[config.mk]
export PLATFORM = sky130hd
export DESIGN_NAME = pti_capture
export DESIGN_NICKNAME = d
export VERILOG_FILES = /design/src/rtl/pti_pkg.sv /design/src/rtl/pti_input_filter.sv /design/src/rtl/pti_capture.sv
export SDC_FILE = /design/constraint.sdc
export NUM_CORES = 1
export LEC_CHECK = 0
export CAP_MARGIN = 20
export CORE_MARGIN = 10
export CORE_UTILIZATION = 56
export DETAILED_ROUTE_END_ITERATION = 16
export PLACE_DENSITY = 0.82
export SYNTH_ARGS = -nofsm -noshare
export SYNTH_HDL_FRONTEND = slang
export SYNTH_SLANG_ARGS = --single-unit
[constraint.sdc]
create_clock -name clk -period 4.5 [get_ports clk]
set_input_delay 0.45 -clock clk [delete_from_list [all_inputs] [get_ports clk]]
set_output_delay 0.45 -clock clk [all_outputs]
set_load 0.01 [all_outputs]
[src/rtl/pti_pkg.sv]
// pti_pkg: shared encodings and widths for the pulse-train input capture block.
package pti_pkg;
    localparam int CNT_W = 32;
    localparam logic [1:0] RAMP_IDLE  = 2'd0;
    localparam logic [1:0] RAMP_ACCEL = 2'd1;
    localparam logic [1:0] RAMP_CONST = 2'd2;
    localparam logic [1:0] RAMP_DECEL = 2'd3;
    typedef enum logic [1:0] {S_IDLE, S_RUN, S_STALL, S_DONE} state_t;
endpackage

[src/rtl/pti_input_filter.sv]
// pti_input_filter: synchronizes pulse_in, rejects short glitches and flags rising edges
module pti_input_filter #(
    parameter int FILT_LEN = 3
) (
    input  logic clk,
    input  logic rst,
    input  logic pulse_in,
    output logic rise_pulse
);
    logic [1:0] sync;
    logic       filt;
    logic       filt_q;
    logic [3:0] cnt;

    always_ff @(posedge clk) begin
        if (rst) begin
            sync   <= '0;
            filt   <= 1'b0;
            filt_q <= 1'b0;
            cnt    <= '0;
        end else begin
            sync   <= {sync[0], pulse_in};
            filt_q <= filt;
            // cnt tracks how many consecutive samples disagree with the accepted level
            if (sync[1] == filt)
                cnt <= '0;
            else if (cnt == 4'(FILT_LEN - 1)) begin
                filt <= sync[1];
                cnt  <= '0;
            end else
                cnt <= cnt + 4'd1;
        end
    end

    assign rise_pulse = filt & ~filt_q;
endmodule

[src/rtl/pti_capture.sv]
// pti_capture: counts step pulses, measures periods in us, classifies ramp phase,
// detects stalls and flags completion at an expected pulse count.
module pti_capture
    import pti_pkg::*;
#(
    parameter int CLK_PER_US = 50,
    parameter int FILT_LEN   = 3,
    parameter int TOL_US     = 1
) (
    input  logic             clk,
    input  logic             rst,
    input  logic             enable,
    input  logic             clear,
    input  logic             pulse_in,
    input  logic [CNT_W-1:0] timeout_us,
    input  logic [CNT_W-1:0] pulse_expected,
    output logic [CNT_W-1:0] pulse_count,
    output logic [CNT_W-1:0] period_us,
    output logic             period_valid,
    output logic [1:0]       ramp_state,
    output logic             stalled,
    output logic             done
);
    localparam int PRE_W = $clog2(CLK_PER_US) > 0 ? $clog2(CLK_PER_US) : 1;
    localparam logic [CNT_W-1:0] MAX = '1;
    localparam logic [CNT_W:0]   TOL = (CNT_W + 1)'(TOL_US);

    state_t           state, state_nxt;
    logic             rise, edge_ok, active, us_tick, hit_done, timeout_hit, first;
    logic [PRE_W-1:0] pre;
    logic [CNT_W-1:0] us_cnt, cnt_inc;
    logic [CNT_W:0]   p, pp;
    logic [1:0]       ramp_new;

    pti_input_filter #(.FILT_LEN(FILT_LEN)) u_filt (
        .clk       (clk),
        .rst       (rst | clear),
        .pulse_in  (pulse_in),
        .rise_pulse(rise)
    );

    assign edge_ok     = rise && enable && state != S_DONE;
    assign active      = enable && (state == S_RUN || state == S_STALL);
    assign us_tick     = active && pre == PRE_W'(CLK_PER_US - 1);
    assign cnt_inc     = pulse_count == MAX ? MAX : pulse_count + 1'b1;
    assign hit_done    = pulse_expected != '0 && cnt_inc == pulse_expected;
    assign timeout_hit = timeout_us != '0 && us_cnt == timeout_us;

    always_comb begin
        p         = {1'b0, us_cnt};
        pp        = {1'b0, period_us};
        ramp_new  = first ? RAMP_CONST : (p + TOL < pp) ? RAMP_ACCEL : (p > pp + TOL) ? RAMP_DECEL : RAMP_CONST;
        state_nxt = state;
        if (edge_ok)
            state_nxt = hit_done ? S_DONE : S_RUN;
        else if (active && state == S_RUN && timeout_hit)
            state_nxt = S_STALL;
    end

    always_ff @(posedge clk) begin
        if (rst || clear)
            state <= S_IDLE;
        else
            state <= state_nxt;
    end

    always_ff @(posedge clk) begin
        if (rst || clear) begin
            pulse_count  <= '0;
            period_us    <= '0;
            period_valid <= 1'b0;
            ramp_state   <= RAMP_IDLE;
            stalled      <= 1'b0;
            done         <= 1'b0;
            us_cnt       <= '0;
            pre          <= '0;
            first        <= 1'b0;
        end else begin
            period_valid <= 1'b0;
            if (edge_ok) begin
                pulse_count <= cnt_inc;
                us_cnt      <= '0;
                pre         <= '0;
                stalled     <= 1'b0;
                first       <= state != S_RUN;
                // the interval before the first edge or across a stall is not a period
                if (state == S_RUN) begin
                    period_us    <= us_cnt;
                    period_valid <= 1'b1;
                    ramp_state   <= ramp_new;
                end
                if (hit_done) begin
                    done       <= 1'b1;
                    ramp_state <= RAMP_IDLE;
                end
            end else if (active) begin
                pre <= us_tick ? '0 : pre + 1'b1;
                if (us_tick && us_cnt != MAX)
                    us_cnt <= us_cnt + 1'b1;
                if (state == S_RUN && timeout_hit) begin
                    stalled    <= 1'b1;
                    ramp_state <= RAMP_IDLE;
                end
            end
        end
    end
endmodule

Word level (Yosys, flattened, before mapping)
Cells that the tools add are included.
Widths: inputs -> output; s select.
- register bits: 118
- input bits: 69
- output and inout port bits: 69
- logic and storage cells: 79
- add/sub/neg operators: 6
- magnitude comparators: 2
- equal/unequal tests: 12
- mux-type cells: 14
- bitwise logic cells: 5
- reduce and logical (&&, ||, !) cells: 26
- operators by type and width (cell ; number):
    $add 32x1->33 const B ; 2
    $add 32x1->32 const B ; 2
    $eq 32x32->1 ; 2
    $reduce_bool 32->1 ; 2
    $gt 32x33->1 ; 1
    $lt 33x32->1 ; 1
    $eq 32x32->1 const B ; 1
    $mux 32 ; 1
    $ne 32x32->1 const B ; 1
    $mux 2 ; 10
    $logic_and 1x1->1 ; 10
    $reduce_and 2->1 ; 5
    $add 6x1->6 const B ; 1
    $eq 6x6->1 const B ; 1
    $mux 6 ; 1
    $reduce_bool 2->1 ; 3
    $add 4x1->4 const B ; 1
    $eq 4x2->1 const B ; 1
    $reduce_or 2->1 ; 2
    $ne 3x1->1 const B ; 1
    $not 1->1 ; 3
    $reduce_and 3->1 ; 1
    $reduce_or 3->1 ; 1
    $eq 2x1->1 const B ; 1
    other kinds (8) ; 10

Longest topological paths before layout
Gate-level depths: netlist of the first run.
- depth after elaboration: 8
- depth in mapped cells: 20
- gate-level depth less buffers: 19

Cells and area by module
From an unflattened synthesis of the first run, not the netlist that was laid out.
- cells, all modules: 1149
- area, all modules: 9146.3 sq um
- by module, submodules not included (module ; times used ; cells each ; area each (sq um) ; seq. area each (sq um)):
    pti_capture ; 1 ; 1122 ; 8853.5 ; 2202.1
    pti_input_filter ; 1 ; 27 ; 292.8 ; 160.2

Worst setup path after synthesis of the first run
Ideal clock, no wire load.
- path type: register -> register
- from: reg us_cnt[9]
- to: reg ramp_state[0]
- setup time: 0.064 ns
- arrival: 3.610 ns
- data required time: 4.436 ns
- path slack: 0.826 ns
- stages on the path, launching flop included: 21
- buffers on the path: 1
- clock period less this slack: 3.674 ns
- cell sequence: dfxtp_1 clkbuf_1 and4_1 nand3_1 nor2_1 and3_1 and3_1 nand3_1 nor2_1 xor2_1 ha_1 a21o_1 a21o_1 a21oi_1 o211ai_1 a211oi_1 a21o_1 nand3_1 a21o_1 o31a_1 nor2_1
- word-level cells in the longest chain between the ends: 7
- elaborated cells on any way between the ends: 14
- those cells by class: add/sub: 1; order compare: 2; eq/ne: 1; mux: 6; reduce/logical: 4
- RTL lines (what ; RTL line ; text):
    start, declared ; pti_capture.sv:31 ; logic [CNT_W-1:0] us_cnt, cnt_inc;
    start signal, assigned ; pti_capture.sv:99 ; us_cnt <= us_cnt + 1'b1;
    $add 32x1->33 / $gt 32x33->1 (equally long branches) ; pti_capture.sv:52 ; ramp_new = first ? RAMP_CONST : (p + TOL < pp) ? RAMP_ACCEL : (p > pp + TOL) ? RAMP_DECEL : RAMP_CONST;
    $lt 33x32->1 / $mux 1 (equally long branches) ; pti_capture.sv:52 ;
    $mux 2 (2 in series) ; pti_capture.sv:52 ;
    $mux 2 ; pti_capture.sv:87 ; if (state == S_RUN) begin
    $mux 2 ; pti_capture.sv:92 ; if (hit_done) begin
    $mux 2 ; pti_capture.sv:80 ; if (edge_ok) begin
    end signal, assigned ; pti_capture.sv:90 ; ramp_state <= ramp_new;
    end, declared ; pti_capture.sv:20 ; output logic [1:0] ramp_state,
Parallel ways exist; a longest one is shown, timed or not. The select of a mux whose other input is x is not followed.
A chain may end at the register's enable or synchronous reset.

Worst setup path in the final report of the first run
Same ends and word-level chain as after synthesis.

==> flow_summary_export.csv, run 1 <==
group,metric,value,unit
synth,synth_top_cell_area_share,26.0,%
finish,fin_nets,1404,
global_route,grt_pass1_wl,49100,µm
critical_path,crit_type,"register to register",
sta,hold_viol,0,
sta,setup_viol,0,
clock_network,cts_sinks,118,
pwr,p_sw_share,24.5,%
run,maxCapViolations,0,
global_route,met2_usage,43.6,%
global_route,antenna_found_initial,0,
critical_path,cp_max_fo,10,
pwr,p_switching,0.601,mW
routing,viasPerCell,6.30,
routing,post_drt_wl_per_cell,20.6,µm
worst_hold_path,min_from,"u_filt.sync[0]",
pwr,p_per_area,220,nW/µm²
floorplanning,die-area,21700,µm²
synth,synth-edff-count,0,
clock_network,tritoncts,"done",
routing,wl,30700,µm
synth,ys_dominant_reg_cell,"dfxtp_1",
critical_path,critical_path_arrival,4.53,ns
worst_hold_path,hp-class,"register to register",
synth,yosysTopAreaCell,"dfxtp_1",
sta,relSlewSlack,41.0,%
sta,fmax,240,MHz
routing,dr.pass1.iters,6,
placed_design,place_congestion,1.03,
placed_design,post_dp_cell_area,10600,µm²
finish,nFillCells,1369,
pwr,p_comb_share,6.4,%
routing,drc,0,
synth,synth_commonest_cells,"118 x dfxtp_1, 98 x nor2_1, 93 x xnor2_1",
critical_path,start_kind,"register",
pwr,power.share.clock,51.0,%
critical_path,r2r_start,"us_cnt[9]",
finish,num_antenna_cells,0,
routing,drtIter0Drc,851,
routing,ant_nets,0,
finish,area_growth,22.9,%
sta,clock_skew,0.0127,ns
synth,synth_cell_types,65,
global_route,overflow,0,
floorplanning,die_height,147,µm
clock_network,cts.htree.levels,4,
clock_network,clk_path_buf_depth,2,
pwr,power_leakage,4.09,nW
synth,async_reset_ff_share,0,%
clock_network,path_clk_slew,0.06,ns
clock_network,clock_latency,0.43,ns
global_route,use_met1,36.2,%
placed_design,place_hpwl,23600,µm
floorplanning,rows,46,
global_route,grt_usage,27.8,%
clock_network,post_cts_buffers,0,
synth,synth-warning-count,0,
synth,synth_seq_area_share,26.0,%
placed_design,port_buffers,137,
pwr,p_int,1.86,mW
clock_network,ctsHoldBuffers,0,
routing,via_count,9383,
floorplanning,num_io_pins,138,
synth,ys_seq_elements,118,
global_route,grt_pass1_vias,8900,
synth,syn_area_per_cell,7.83,µm²
synth,synthTopCellsByArea,"dfxtp_1 26%, ha_1 10%, xnor2_1 9.0%",
global_route,top_usage_layer,"met2",
floorplanning,start_util,57.1,%
synth,syn_area,9070,µm²
global_route,grt_max_degree,28,
critical_path,critPathRequiredTime,4.86,ns
synth,syn-num-nets,1301,
outcome,outcome,"finished, final reports clean",
pwr,pwr-share-seq,42.6,%
sta,grt_setup_unrepaired,"false",
critical_path,critPathLaunch,"us_cnt[9]",
sta,period_share,92.7,%
floorplanning,core,15900,µm²
clock_network,cts_buffers,17,
sta,worst_pin_slew,0.885,ns
synth,synthCells,1159,
sta,fin_tns_setup,0,ns
pwr,peakVddDrop,0.000253,V
finish,design_area,11200,µm²
floorplanning,fp.dieW,147,µm
synth,synth_most_common_cell,"dfxtp_1",
finish,layout-drive-gt1-share,5.49,%
global_route,grt_util_met3,6.39,%
critical_path,endpoint_kind,"register",
sta,slew_violations,0,
clock_network,root_buffer,"clkbuf_16",
sta,min_period,4.17,ns
-- final timing paths --
check,end,slack (ns),depth (start not counted)
setup / recovery,ramp_state[0],0.33,19
hold / removal,u_filt.sync[1],0.44,1
setup reg to reg,ramp_state[0],0.33,19
hold reg to reg,u_filt.sync[1],0.44,1
-- state kept, by name, summed over array words and instances (netlist names) --
| name | flops |
|---|---|
| u_filt.sync | 2 |
| us_cnt | 32 |
| first | 1 |
| u_filt.cnt | 4 |
| state | 2 |
| pulse_count | 32 |
| ramp_state | 2 |
| done | 1 |
| period_valid | 1 |
| stalled | 1 |
| u_filt.filt_q | 1 |
| period_us | 32 |
| pre | 6 |
| u_filt.filt | 1 |
-- cell usage in the layout, fill, tap and decap left out, types with 17 or more instances in the layout --
master,synthesis,layout
xnor2_1,93,93
inv_1,47,47
clkdlybuf4s50_1,0,137
a21oi_1,66,65
o21ai_0,44,44
nand2_1,76,76
dfxtp_1,118,118
a22o_1,32,32
ha_1,73,73
and3_1,29,29
nand3_1,77,77
nor3_1,34,32
xor2_1,56,56
nor4_1,33,33
nor2_1,98,98
nand4_1,36,36
a21o_1,27,27
clkbuf_16,0,17
buf_4,1,22
-- through the flow --
| step | std cells | setup WS [ns] | hold WS (ns) | power, mW | util (%) |
|---|---|---|---|---|---|
| floorplan | 1159 | 0.826 | 0.406 | 1.12 | - |
| global route | 1490 | 0.0625 | 0.452 | 2.52 | 70.2 |
| finish | 1490 | 0.327 | 0.442 | 2.46 | 70.2 |
| CTS | 1490 | 0.318 | 0.445 | 2.46 | 70.2 |
| detailed placement | 1459 | 0.392 | 0.431 | 1.22 | 66.8 |
| global placement | 1459 | 0.556 | 0.413 | 1.22 | 66.8 |
-- layer usage --
| metal | vias up | wire length [µm] |
|---|---|---|
| met5 | - | 0 |
| met4 | 0 | 1090 |
| met3 | 82 | 3010 |
| met2 | 505 | 13800 |
| met1 | 4405 | 12800 |
| li1 | 4391 | - |
-- worst max-delay path, cell delays in order (launching register included) --
cell      delay [ns]
dfxtp_1         0.56
and4_1          0.35
nand3_1         0.13
nor2_1          0.18
and3_1          0.20
and3_1          0.29
nand3_1         0.16
nor2_1          0.16
xor2_1          0.17
ha_1            0.26
a21o_1          0.16
a21o_1          0.17
a21oi_1         0.19
o211ai_1        0.13
a211oi_1        0.26
a21o_1          0.16
nand3_1         0.09
a21o_1          0.17
o31a_1          0.23
nor2_1          0.09
-- timing repair --
item | CTS | global route
endpoints found under the setup margin | 0 | 1
hold endpoints to repair | 0 | 0
resized for setup | 0 | 1
-- kinds of logic after synthesis --
| kind of cell | count (synthesis) | share of synthesized area, % |
|---|---|---|
| fa+ha+maj | 73 | 10.1 |
| flops | 118 | 26.0 |
| simple gates | 454 | 26.1 |
| xor+xnor | 149 | 14.4 |
| buf+inv | 123 | 5.34 |
| compound gates | 236 | 17.4 |
| mux | 6 | 0.690 |
-- cell type report --
class	count	area, µm²	share of cell area (%)
multi-input cells	918	6250	56.1
flip-flops and latches	118	2360	21.2
repair buffers	160	1560	14.0
clock buffers	20	457	4.09
well taps	216	270	2.42
inverters	47	176	1.58
clock inverters	11	77.6	0.695
-- power groups by stage --
stage,logic (mW),clock network [mW],registers [mW]
3_5_place_dp,0.154,0,1.07
3_3_place_gp,0.153,0,1.07
6_report,0.157,1.25,1.05
5_1_grt,0.167,1.30,1.05
4_1_cts,0.154,1.26,1.05
2_1_floorplan,0.0519,0,1.07
No activity file was read; power rests on OpenSTA's default activity.
==> run 2, diff against run 1 <==
Settings changed: CORE_MARGIN 10 to unset, SYNTH_HIERARCHICAL set to 1.
==> run 2 against run 1 <==
Critical path depth decreased by 1. Hold slack improved by 0.0094 ns. First-iteration DRC count increased by 23%. Sequential power about the same. Largest cell class unchanged.
==> flow_summary_export.csv, run 2 <==
group,metric,value,unit
sta,grt_setup_unrepaired,"false",
finish,final_common_cell,"clkdlybuf4s50_1",
clock_network,ctsHoldBuffers,0,
floorplanning,start_util,57.4,%
global_route,top_usage_layer,"met2",
floorplanning,rows,46,
sta,fin_tns_setup,0,ns
routing,drtIter0Drc,1045,
placed_design,dp.cells,1456,
clock_network,cts.htree.levels,4,
synth,synth_seq_area_share,25.8,%
clock_network,root_buffer,"clkbuf_16",
synth,synth_most_common_cell,"dfxtp_1",
synth,yosys.area_share.xor_xnor,14.6,%
clock_network,cts_buffers,17,
critical_path,critPathRequiredTime,4.81,ns
clock_network,tritoncts,"done",
finish,final_cell_mix,"137 x clkdlybuf4s50_1, 118 x dfxtp_1, 106 x nor2_1",
run,maxCapViolations,0,
finish,finalNonFillerCells,1487,
clock_network,clock_latency,0.43,ns
pwr,peakVddDrop,0.000245,V
synth,yosysTopAreaCell,"dfxtp_1",
clock_network,post_cts_buffers,0,
synth,synth_top_family_by_area,"simple AND/OR/NAND/NOR gates",
placed_design,port_buffers,137,
critical_path,critPathSlowestCell,"dfxtp_1",
floorplanning,core,15900,µm²
synth,syn_area,9150,µm²
global_route,met2_usage,57.6,%
worst_hold_path,hp-class,"register to register",
finish,num_antenna_cells,0,
synth,synth_commonest_cells,"118 x dfxtp_1, 106 x nor2_1, 79 x xor2_1",
finish,layout-drive-gt1-share,5.90,%
critical_path,critical_path_arrival,4.33,ns
routing,via_count,9597,
global_route,antenna_found_initial,0,
global_route,grt_usage,35.8,%
pwr,power_leakage,4.37,nW
placed_design,place_hpwl,21700,µm
sta,fmax,248,MHz
global_route,grt_pass1_wl,46500,µm
critical_path,path_cells,"ha_1, nand3_1, nor2_1, and3_1, nand4_1, or2_2, nor4_1, xnor2_1, ha_1, a21o_1, a21oi_1, nor2b_1, and4b_1, o21ai_0, a211oi_1, o21ai_0, nand3_1, o21ai_1",
critical_path,start_kind,"register",
synth,synthAdderAreaFrac,9.99,%
synth,ys_dominant_reg_cell,"dfxtp_1",
floorplanning,die_height,130,µm
synth,synth_top_cell_area_share,25.8,%
synth,async_reset_ff_share,0,%
global_route,grt_pass1_vias,8935,
synth,synth_compound_area_share,17.4,%
global_route,overflow,0,
routing,viasPerCell,6.45,
synth,synth_cell_types,69,
sta,setup_viol,0,
sta,relSlewSlack,52.3,%
placed_design,place_congestion,0.978,
global_route,use_met1,45.8,%
synth,synth-edff-count,0,
global_route,grt_util_met3,7.87,%
synth,synth_mux_area_share,0.547,%
floorplanning,die-area,16800,µm²
routing,drc,0,
finish,fin_nets,1401,
clock_network,path_clk_slew,0.06,ns
routing,post_drt_wl_per_cell,19.9,µm
pwr,p_per_area,230,nW/µm²
sta,hold_viol,0,
clock_network,clk_path_buf_depth,2,
synth,ys_seq_elements,118,
synth,synth_simple_gate_area_share,26.5,%
outcome,outcome,"finished, final reports clean",
sta,slew_violations,0,
synth,syn-num-nets,1291,
floorplanning,fp.dieW,130,µm
critical_path,crit_type,"register to register",
sta,clock_skew,0.0129,ns
sta,period_share,89.5,%
routing,dr.pass1.iters,6,
routing,wl,29500,µm
finish,area_growth,23.3,%
sta,worst_pin_slew,0.715,ns
global_route,grt_max_degree,36,
floorplanning,num_io_pins,138,
critical_path,cp_max_fo,7,
clock_network,post_cts_resized,0,
finish,reg_top3,"period_us x32, pulse_count x32, us_cnt x32",
clock_network,cts_sinks,118,
synth,synth-warning-count,6,
synth,synthTopCellsByArea,"dfxtp_1 26%, ha_1 10%, xor2_1 7.6%",
sta,min_period,4.03,ns
synth,syn_area_per_cell,7.96,µm²
critical_path,endpoint_kind,"register",
routing,ant_nets,0,
synth,synthCells,1149,
critical_path,max_stage_delay,0.46,ns
run 2: final timing paths:
path,depth (start not counted),slack [ns],from,end
hold reg to reg,1,0.45,u_filt/sync[0],u_filt/sync[1]
setup / recovery,18,0.47,period_us[0],ramp_state[0]
hold / removal,1,0.45,u_filt/sync[0],u_filt/sync[1]
setup reg to reg,18,0.47,period_us[0],ramp_state[0]
run 2: worst max-delay path, delay by kind of cell, from the launching register on:
kind            cells  cell delay (ns)
simple gates        9             1.97
compound gates      6             0.81
fa+ha+maj           2             0.49
flops               1             0.46
xor+xnor            1             0.17
run 2: through the flow:
step | power, mW | cell area, µm² | hold slack (ns) | utilization [%] | setup slack (ns)
after global placement | 1.22 | 10700 | 0.416 | 67.0 | 0.684
after CTS | 2.60 | 11300 | 0.458 | 70.7 | 0.547
after detailed placement | 1.22 | 10700 | 0.446 | 67.0 | 0.583
final | 2.60 | 11300 | 0.451 | 70.7 | 0.473
after global routing | 2.65 | 11300 | 0.477 | 70.7 | 0.130
after floorplan | 1.12 | 9150 | 0.414 | - | 0.587
run 2: cells by family after synthesis:
family | count (synthesis)
AND/OR/NAND/NOR | 448
multiplexers | 5
flip-flops | 118
XOR/XNOR | 152
buffers and inverters | 120
AO/OA/AOI/OAI | 233
adder cells (fa/ha/maj) | 73
run 2: routing by layer:
layer,vias to the layer above,routed length (µm)
met4,0,1100
met5,-,0
met1,4508,11800
met3,108,3060
li1,4408,-
met2,573,13600
run 2: final cells by class:
type	instances	area, µm²
flip-flops and latches	118	2360
inverters	50	188
fillers	1292	4670
clock buffers	23	468
well taps	216	270
clock inverters	8	124
repair buffers	161	1550
multi-input cells	911	6310
run 2: where the power goes:
part,switching (mW),total [mW],internal (mW),leakage (nW)
registers,0.000227,1.05,1.05,0.950
clock network,0.500,1.39,0.895,0.283
logic,0.0784,0.157,0.0790,3.14
total,0.579,2.60,2.02,4.37
==> run 3, diff against run 2 <==
Settings changed: CORE_UTILIZATION 56 to 57, CTS_BUF_LIST set to sky130_fd_sc_hd__clkbuf_2, PLACE_DENSITY 0.82 to 0.84.
==> run 3 against run 2 <==
First-iteration DRC count shrank 5.6%. Clock skew grew 0.038 ns. Critical path depth decreased by 2. Clock-buffer cell count decreased by 5. Utilization is 0.40 points higher. Total power down 21%. Highest routed layer unchanged. Via count decreased by 1.8%. Design area decreased by 2.7%. Non-clock buffer count unchanged.
==> flow_summary_export.csv, run 3 (synthesis results as in run 2) <==
group,metric,value,unit
worst_hold_path,hp-class,"primary input to register",
floorplanning,num_io_pins,138,
routing,drtIter0Drc,986,
placed_design,place_hpwl,21900,µm
global_route,grt_max_degree,36,
sta,slew_violations,0,
floorplanning,fp.dieW,129,µm
pwr,power_leakage,4.25,nW
critical_path,start_kind,"register",
critical_path,cp_top_family,"simple AND/OR/NAND/NOR gates",
clock_network,tritoncts,"done",
routing,dr.pass1.iters,6,
floorplanning,die_height,129,µm
sta,grt_setup_unrepaired,"false",
global_route,grt_pass1_wl,45500,µm
global_route,grt_util_met3,7.61,%
sta,worst_pin_slew,0.977,ns
critical_path,crit_buf_inv,0,
floorplanning,core,15400,µm²
global_route,grt_usage,35.4,%
floorplanning,die-area,16600,µm²
finish,final_common_cell,"clkdlybuf4s50_1",
finish,reg_top3,"period_us x32, pulse_count x32, us_cnt x32",
outcome,outcome,"finished, final reports clean",
global_route,met2_usage,55.5,%
pwr,p_per_area,187,nW/µm²
finish,fin_nets,1401,
clock_network,clk_path_buf_depth,2,
finish,area_growth,20.0,%
critical_path,crit_type,"register to register",
sta,clock_skew,0.0511,ns
placed_design,post_dp_cell_area,10700,µm²
routing,post_drt_wl_per_cell,19.4,µm
finish,nFillCells,1301,
critical_path,endpoint_kind,"register",
pwr,peakVddDrop,0.000156,V
critical_path,cp_max_fo,8,
clock_network,post_cts_resized,0,
floorplanning,rows,45,
critical_path,critPathSlowestCell,"dfxtp_1",
global_route,grt_pass1_vias,8764,
global_route,antenna_found_initial,1,
sta,fin_tns_setup,0,ns
placed_design,port_buffers,137,
global_route,overflow,0,
critical_path,path_cells,"and3_1, nand3_1, nor2_1, and4_1, and3_1, nand3_1, xnor2_1, ha_1, nand4_1, or4_1, a21oi_1, o21ai_0, nand3_1, o21ai_0, nand3_1, o21ai_1",
routing,viasPerCell,6.35,
sta,relSlewSlack,34.6,%
critical_path,r2r_slack,0.45,ns
routing,ant_nets,0,
sta,setup_viol,0,
run,maxCapViolations,0,
sta,min_period,4.05,ns
clock_network,cts_buffers,17,
global_route,top_usage_layer,"met2",
clock_network,path_clk_slew,0.21,ns
finish,design_area,11000,µm²
routing,via_count,9429,
routing,wl,28800,µm
clock_network,cts_sinks,118,
clock_network,root_buffer,"clkbuf_2",
clock_network,cts.htree.levels,4,
sta,hold_viol,0,
sta,fmax,247,MHz
placed_design,place_congestion,0.987,
sta,period_share,90.0,%
finish,layout-drive-gt1-share,6.21,%
floorplanning,start_util,59.3,%
routing,drc,0,
critical_path,critPathRequiredTime,5.17,ns
finish,final_cell_mix,"137 x clkdlybuf4s50_1, 118 x dfxtp_1, 106 x nor2_1",
critical_path,critical_path_arrival,4.72,ns
global_route,use_met1,46.8,%
clock_network,clock_latency,0.75,ns
clock_network,post_cts_buffers,0,
critical_path,max_stage_delay,0.59,ns
critical_path,cp_common_cell,"nand3_1",
clock_network,ctsHoldBuffers,0,
[run 3: cell types whose count changed in the layout (fill, tap and decap cells not counted), sizes merged]
cell / delta
inv: +3
bufinv: +1
clkinvlp: +1
clkinv: +1
diode: +1
clkbuf: -5
[run 3: through the flow]
step	util, %	power, mW	std cells	setup slack (ns)	hold WS, ns
2_1_floorplan	-	1.12	1149	0.587	0.414
3_3_place_gp	69.2	1.22	1450	0.612	0.415
3_5_place_dp	69.2	1.22	1450	0.526	0.427
4_1_cts	71.0	2.05	1482	0.467	0.268
5_1_grt	71.1	2.11	1484	0.0117	0.215
6_report	71.1	2.05	1484	0.451	0.283
[run 3: where the power goes]
part,switching (mW),internal [mW],total (mW)
logic,0.0770,0.0785,0.156
clock network,0.471,0.373,0.844
registers,0.000205,1.05,1.05
total,0.548,1.50,2.05
[run 3: routing by layer]
| metal | vias to the layer above | share of wire, % |
|---|---|---|
| met3 | 84 | 9.5 |
| li1 | 4395 | - |
| met4 | 0 | 3.3 |
| met5 | - | 0 |
| met2 | 512 | 45 |
| met1 | 4438 | 42 |
[run 3: worst paths after layout]
path / startpoint / to / cells after the start
max: us_cnt[9] / ramp_state[0] / 16
min: pulse_in / u_filt/sync[0] / 2
min reg2reg: u_filt/sync[0] / u_filt/sync[1] / 1
max reg2reg: us_cnt[9] / ramp_state[0] / 16
[run 3: final cells by class]
class                   instances  area [µm²]  share of cell area (%)
repair buffers                161        1560                    14.2
well taps                     211         264                    2.41
flip-flops and latches        118        2360                    21.5
diodes                          1        2.50                  0.0228
clock inverters                14         199                    1.81
inverters                      50         188                    1.71
multi-input cells             911        6310                    57.5
clock buffers                  18        90.1                   0.821
